===== src/rtl/perf_pkg.sv =====
// Shared types, event indices and the saturating-increment rule for the
// performance monitor.
package perf_pkg;

    typedef enum logic [1:0] {
        IDLE = 2'd0,
        RUN  = 2'd1,
        HALT = 2'd2
    } run_state_e;

    typedef enum logic {
        D_IDLE = 1'b0,
        D_SEND = 1'b1
    } dump_state_e;

    localparam int EVT_STALL  = 0;
    localparam int EVT_FLUSH  = 1;
    localparam int EVT_BRANCH = 2;
    localparam int EVT_RETIRE = 3;

    // Widest supported counter; narrower counters pass their own ceiling.
    localparam int SAT_W = 64;

    typedef struct packed {
        logic             ovf;
        logic [SAT_W-1:0] value;
    } sat_res_t;

    function automatic sat_res_t sat_inc(input logic [SAT_W-1:0] value,
                                         input logic             inc,
                                         input logic [SAT_W-1:0] max_val);
        sat_res_t res;
        res.ovf   = inc && (value == max_val);
        res.value = res.ovf ? value : value + {{(SAT_W-1){1'b0}}, inc};
        return res;
    endfunction

endpackage


===== src/rtl/perf_event_monitor_sat_counter.sv =====
// Saturating counter with sticky overflow flag and synchronous clear.
module sat_counter
    import perf_pkg::*;
#(
    parameter int CNT_W = 32
) (
    input  logic             clk_i,
    input  logic             rst_n_i,
    input  logic             clear_i,
    input  logic             enable_i,
    input  logic             inc_i,
    output logic [CNT_W-1:0] count_o,
    output logic             ovf_o
);

    localparam logic [SAT_W-1:0] MAX_VAL = {SAT_W{1'b1}} >> (SAT_W - CNT_W);

    logic [CNT_W-1:0] count_q, count_d;
    logic             ovf_q, ovf_d;
    sat_res_t         res;
    logic [SAT_W-1:0] unused_value;

    assign unused_value = res.value;

    always_comb begin
        res     = sat_inc(SAT_W'(count_q), inc_i, MAX_VAL);
        count_d = count_q;
        ovf_d   = ovf_q;
        if (clear_i) begin
            count_d = '0;
            ovf_d   = 1'b0;
        end else if (enable_i) begin
            count_d = res.value[CNT_W-1:0];
            ovf_d   = ovf_q | res.ovf;
        end
    end

    always_ff @(posedge clk_i or negedge rst_n_i) begin
        if (!rst_n_i) begin
            count_q <= '0;
            ovf_q   <= 1'b0;
        end else begin
            count_q <= count_d;
            ovf_q   <= ovf_d;
        end
    end

    assign count_o = count_q;
    assign ovf_o   = ovf_q;

endmodule


===== src/rtl/perf_event_monitor.sv =====
// Cycle/event performance monitor: saturating counters, optional cycle limit,
// and a snapshot streamed out over a valid/ready port.
module perf_event_monitor
    import perf_pkg::*;
#(
    parameter int          NUM_EVT    = 4,
    parameter int          CNT_W      = 32,
    parameter int unsigned MAX_CYCLES = 0
) (
    input  logic                          clk_i,
    input  logic                          rst_n_i,
    input  logic                          start_i,
    input  logic                          clear_i,
    input  logic [NUM_EVT-1:0]            evt_i,
    input  logic                          snap_req_i,
    input  logic                          out_ready_i,
    output logic                          out_valid_o,
    output logic [$clog2(NUM_EVT+2)-1:0]  out_idx_o,
    output logic [CNT_W-1:0]              out_data_o,
    output logic                          out_last_o,
    output logic [NUM_EVT:0]              ovf_o,
    output logic                          halt_o,
    output logic                          busy_o
);

    localparam int               IDX_W     = $clog2(NUM_EVT + 2);
    localparam logic [IDX_W-1:0] LAST_IDX  = IDX_W'(NUM_EVT);
    localparam bit               LIMIT_EN  = (MAX_CYCLES != 0);
    localparam logic [CNT_W-1:0] LIMIT_PRE = LIMIT_EN ? CNT_W'(MAX_CYCLES - 1) : '0;

    run_state_e       run_q;
    dump_state_e      dump_q;
    logic [IDX_W-1:0] idx_q;
    logic [CNT_W-1:0] shadow_q [NUM_EVT+1];
    logic [CNT_W-1:0] cnt      [NUM_EVT+1];
    logic [NUM_EVT:0] inc_vec;
    logic             counting;

    assign counting = (run_q == RUN);
    // Counter 0 is the run-cycle counter, always incremented while running.
    assign inc_vec  = {evt_i, 1'b1};

    generate
        for (genvar gi = 0; gi <= NUM_EVT; gi++) begin : g_cnt
            sat_counter #(.CNT_W(CNT_W)) u_cnt (
                .clk_i    (clk_i),
                .rst_n_i  (rst_n_i),
                .clear_i  (clear_i),
                .enable_i (counting),
                .inc_i    (inc_vec[gi]),
                .count_o  (cnt[gi]),
                .ovf_o    (ovf_o[gi])
            );
        end
    endgenerate

    always_ff @(posedge clk_i or negedge rst_n_i) begin
        if (!rst_n_i) begin
            run_q <= IDLE;
        end else if (clear_i) begin
            run_q <= IDLE;
        end else begin
            case (run_q)
                IDLE:    if (start_i) run_q <= RUN;
                RUN: begin
                    // The limit wins over start_i dropping on the same edge.
                    if (LIMIT_EN && cnt[0] == LIMIT_PRE) run_q <= HALT;
                    else if (!start_i)                   run_q <= IDLE;
                end
                HALT:    run_q <= HALT;
                default: run_q <= IDLE;
            endcase
        end
    end

    always_ff @(posedge clk_i or negedge rst_n_i) begin
        if (!rst_n_i) begin
            dump_q <= D_IDLE;
            idx_q  <= '0;
            for (int i = 0; i <= NUM_EVT; i++) shadow_q[i] <= '0;
        end else begin
            case (dump_q)
                D_IDLE: begin
                    if (snap_req_i) begin
                        for (int i = 0; i <= NUM_EVT; i++) shadow_q[i] <= cnt[i];
                        idx_q  <= '0;
                        dump_q <= D_SEND;
                    end
                end
                D_SEND: begin
                    if (out_ready_i) begin
                        if (idx_q == LAST_IDX) begin
                            idx_q  <= '0;
                            dump_q <= D_IDLE;
                        end else begin
                            idx_q <= idx_q + 1'b1;
                        end
                    end
                end
                default: dump_q <= D_IDLE;
            endcase
        end
    end

    assign out_valid_o = (dump_q == D_SEND);
    assign busy_o      = out_valid_o;
    assign out_idx_o   = idx_q;
    assign out_data_o  = out_valid_o ? shadow_q[idx_q] : '0;
    assign out_last_o  = out_valid_o && (idx_q == LAST_IDX);
    assign halt_o      = (run_q == HALT);

endmodule


===== config.mk =====
export PLATFORM = sky130hd
export DESIGN_NAME = perf_event_monitor
export DESIGN_NICKNAME = d
export VERILOG_FILES = /design/src/rtl/perf_pkg.sv /design/src/rtl/perf_event_monitor_sat_counter.sv /design/src/rtl/perf_event_monitor.sv
export SDC_FILE = /design/constraint.sdc
export NUM_CORES = 1
export LEC_CHECK = 0
export BUFFER_PORTS_ARGS = -buffer_cell sky130_fd_sc_hd__buf_2
export CORE_MARGIN = 4
export CORE_UTILIZATION = 60
export CTS_BUF_LIST = sky130_fd_sc_hd__clkbuf_2
export CTS_CLUSTER_SIZE = 28
export DETAILED_ROUTE_END_ITERATION = 10
export PLACE_DENSITY = 0.77
export RECOVER_POWER = 50
export SLEW_MARGIN = 25
export SYNTH_ARGS = -nofsm -noshare
export SYNTH_HDL_FRONTEND = slang
export SYNTH_HIERARCHICAL = 1
export SYNTH_SLANG_ARGS = --single-unit
export TNS_END_PERCENT = 30

===== constraint.sdc =====
create_clock -name clk_i -period 3 [get_ports clk_i]
set_input_delay 0.6 -clock clk_i [delete_from_list [all_inputs] [get_ports clk_i]]
set_output_delay 0.6 -clock clk_i [all_outputs]
set_load 0.05 [all_outputs]

==> results.toml <==
[drt]
antenna_left = 0
avgViaCountPerCell = 6.575
vias = 13630
first_pass_iters = 5
drt_iter0_drc = 1509
post_drt_wl_per_cell_um = 21.90
totalWireLength_um = 45400
drc = 0

[placement]
hpwlAfterDp_um = 30170
gp_congestion = 0.8904
dp_cells = 1913
place.port_buffers = 53
placed_cell_area_sq_um = 17760
post-place-ws_ps = 455.6

[finish]
final_common_cell = "dfrtp_1"
fillCellCount = 2066
area_delta_synth_final_pct = 10.64
drive_above_1_share = 0.2946
seq_area_sq_um = 8288
final_cell_mix = "dfrtp_1 (329), a21oi_1 (137), clkbuf_2 (125)"
fin_cells = 2073
final_util = 0.6807
multi_input_area_sq_um = 8453
design_area_sq_um = 19120
fin_nets = 1661

[die]
coreArea_sq_um = 28090
die_area_sq_um = 31580
start_util = 0.6152
io_pins = 54
fp.dieW_um = 177.7
die_h_um = 177.7
fp-row-count = 61

[setup_path]
path_buf_inv = 3
max_stage_delay_ps = 480
worstSetupPathType = "register to output pin"
critPathSlowestCell = "dfrtp_4"
crit_family = "buffers and inverters"
worstPathArrival_ps = 2550
cp_cell_sequence = "buf_12, buf_16, mux2_2, a22oi_1, o21ai_1, buf_6"
cp_max_fo = 12
start_kind = "register"
cp-end-kind = "output pin"
cp.required_ps = 2400

[clock_tree]
insertion_delay_ps = 900
htreeDepth = 3
clkTransAtPathRegs_ps = 90
clock_sinks = 331
clockRootBuffer = "clkbuf_2"
cts_tree = "yes"
cts_buffers = 86
clk_path_buf_depth = 3

[yosys]
synth_edf_count = 0
ys_warn_count = 6
synth.distinct_cells = 47
avgSynthCellArea_sq_um = 11.21
ys_ff_latch = 331
synth-adder-area-share = 0.008689
synthSimpleGateAreaFrac = 0.1565
syn_area_sq_um = 17280
muxShareOfSynthArea = 0.1767
ys_dominant_reg_cell = "dfrtp_1"
syn_inst = 1542
seq_area_frac_synth = 0.4793
synth_top_family_by_area = "multiplexers"
synth_compound_area_frac = 0.1288
synth_xor_area_frac = 0.002534
async_reset_ff_frac = 1.000

[timing]
min_period_over_period = 1.050
hold_viol = 0
fin_setup_tns_ps = -2457
slew_headroom = -0.4783
worst_clock_skew_ps = 73.38
drv_slew = 163
finalSetupViolCount = 28
worst_slack_ps = -151.0
rsz0062_at_grt = "yes"
fmax_mhz = 317.4
tightest_slew_ps = 2217
fin_crit_ps = 3151

[global_routing]
grt_pass1_wl_um = 72210
grt_remaining_overflow = 0
track_usage = 0.2896
grt_max_degree = 91
grt_antenna_before_repair = 1
grt_pass1_vias = 12770

[power_and_ir_drop]
vdd_drop_max_v = 0.0004885
power_density_nw_per_um2 = 502.4
leakage_nw = 8.095

[run_status]
status = "finished, violations left"
violations = "capacitance limit, slew limit, setup timing"

[worst_hold_path]
hold_path.class = "primary input to register"

[job]
drv_cap = 2
## registers in the layout, summed over array words and instances (netlist names)
signal               flops
busy_o                   1
g_cnt.u_cnt/count_o    160
g_cnt.u_cnt/ovf_o        5
out_idx_o                3
run_q                    2
shadow_q               160
## cell type report
class | instances | area share
inverters | 33 | 0.006610
clock inverters | 25 | 0.006414
diodes | 1 | 0.0001309
flip-flops and latches | 331 | 0.4335
multi-input cells | 1087 | 0.4421
well taps | 378 | 0.02474
repair buffers | 100 | 0.05556
clock buffers | 118 | 0.03089
## worst paths after layout
path	end	slack, ps	cells past startpoint	start
setup / recovery	out_data_o[26]	-150	6	out_idx_o[1]$_DFFE_PN0P_
hold / removal	busy_o$_DFF_PN0_	100	3	snap_req_i
setup reg to reg	shadow_q[127]$_DFFE_PN0P_	340	4	busy_o$_DFF_PN0_
hold reg to reg	g_cnt[3].u_cnt/ovf_o$_DFFE_PN0P_	510	2	g_cnt[3].u_cnt/ovf_o$_DFFE_PN0P_
max in group asynchronous	shadow_q[138]$_DFFE_PN0P_	300	3	rst_n_i
min in group asynchronous	shadow_q[134]$_DFFE_PN0P_	900	2	rst_n_i
## per-stage QoR
step	hold WS [ps]	power [mW]
floorplan	304.4	5.847
global placement	466.4	6.120
detailed placement	477.7	6.145
CTS	43.31	9.635
global route	70.16	10.04
finish	98.00	9.605
## layer usage
layer	GRT usage	wire length, um
met4	0.1025	1425
met1	0.4332	19660
met3	0.04879	3688
met2	0.4301	20630
met5	0	0
## synthesized netlist by cell type (all sizes together), types with 2 or more instances
library cell    n  area share
nor2b           9      0.0034
mux2          198        0.15
o31a            5      0.0025
xor2            5      0.0025
a21oi         137       0.040
and3           21      0.0076
or4            75       0.033
inv            33      0.0072
o21ai          87       0.025
dfrtp         331        0.48
a22oi          31       0.013
or3            65       0.025
nor2           67       0.015
nand2          77       0.017
and4           10      0.0051
o21a            5      0.0022
nand4          45       0.018
o41ai           5      0.0080
nor3           10      0.0043
nand3          80       0.023
nor3b           2      0.0012
o31ai          75       0.033
ha             12      0.0087
mux2i          43       0.025
buf            59       0.033
clkbuf         33      0.0072
o221a           5      0.0033
nor4           10      0.0036
## where the power goes
part	internal (mW)	leakage (nW)	total, mW	switching [mW]
combinational	0.848	2.94	2.03	1.18
sequential	4.53	4.61	4.63	0.0971
clock	1.07	0.549	2.95	1.87
total	6.45	8.09	9.60	3.16
## logic make-up (layout without fill, tap and decap cells)
group | Yosys count | after routing
XOR/XNOR | 5 | 5
flip-flops | 331 | 331
multiplexers | 241 | 241
adder cells (fa/ha/maj) | 12 | 12
AND/OR/NAND/NOR | 473 | 473
AO/OA/AOI/OAI | 354 | 354
other | 1 | 3
buffers and inverters | 125 | 276
## tightest hold or removal path, cell delays in order
cell and delay [ps]:
buf_2 120, nor2_1 120, a41oi_1 70
## what timing repair did
item / 4_1_cts / 5_1_grt
gates cloned: 5 / 0
hold buffers: 4 / 0
endpoints found under the setup margin: 32 / 33
buffers inserted: 6 / 1
resized for setup: 123 / 16
endpoints found under the hold margin: 94 / 0
pin swaps: 3 / 0
Note: power is estimated with default switching activity, not from simulation.
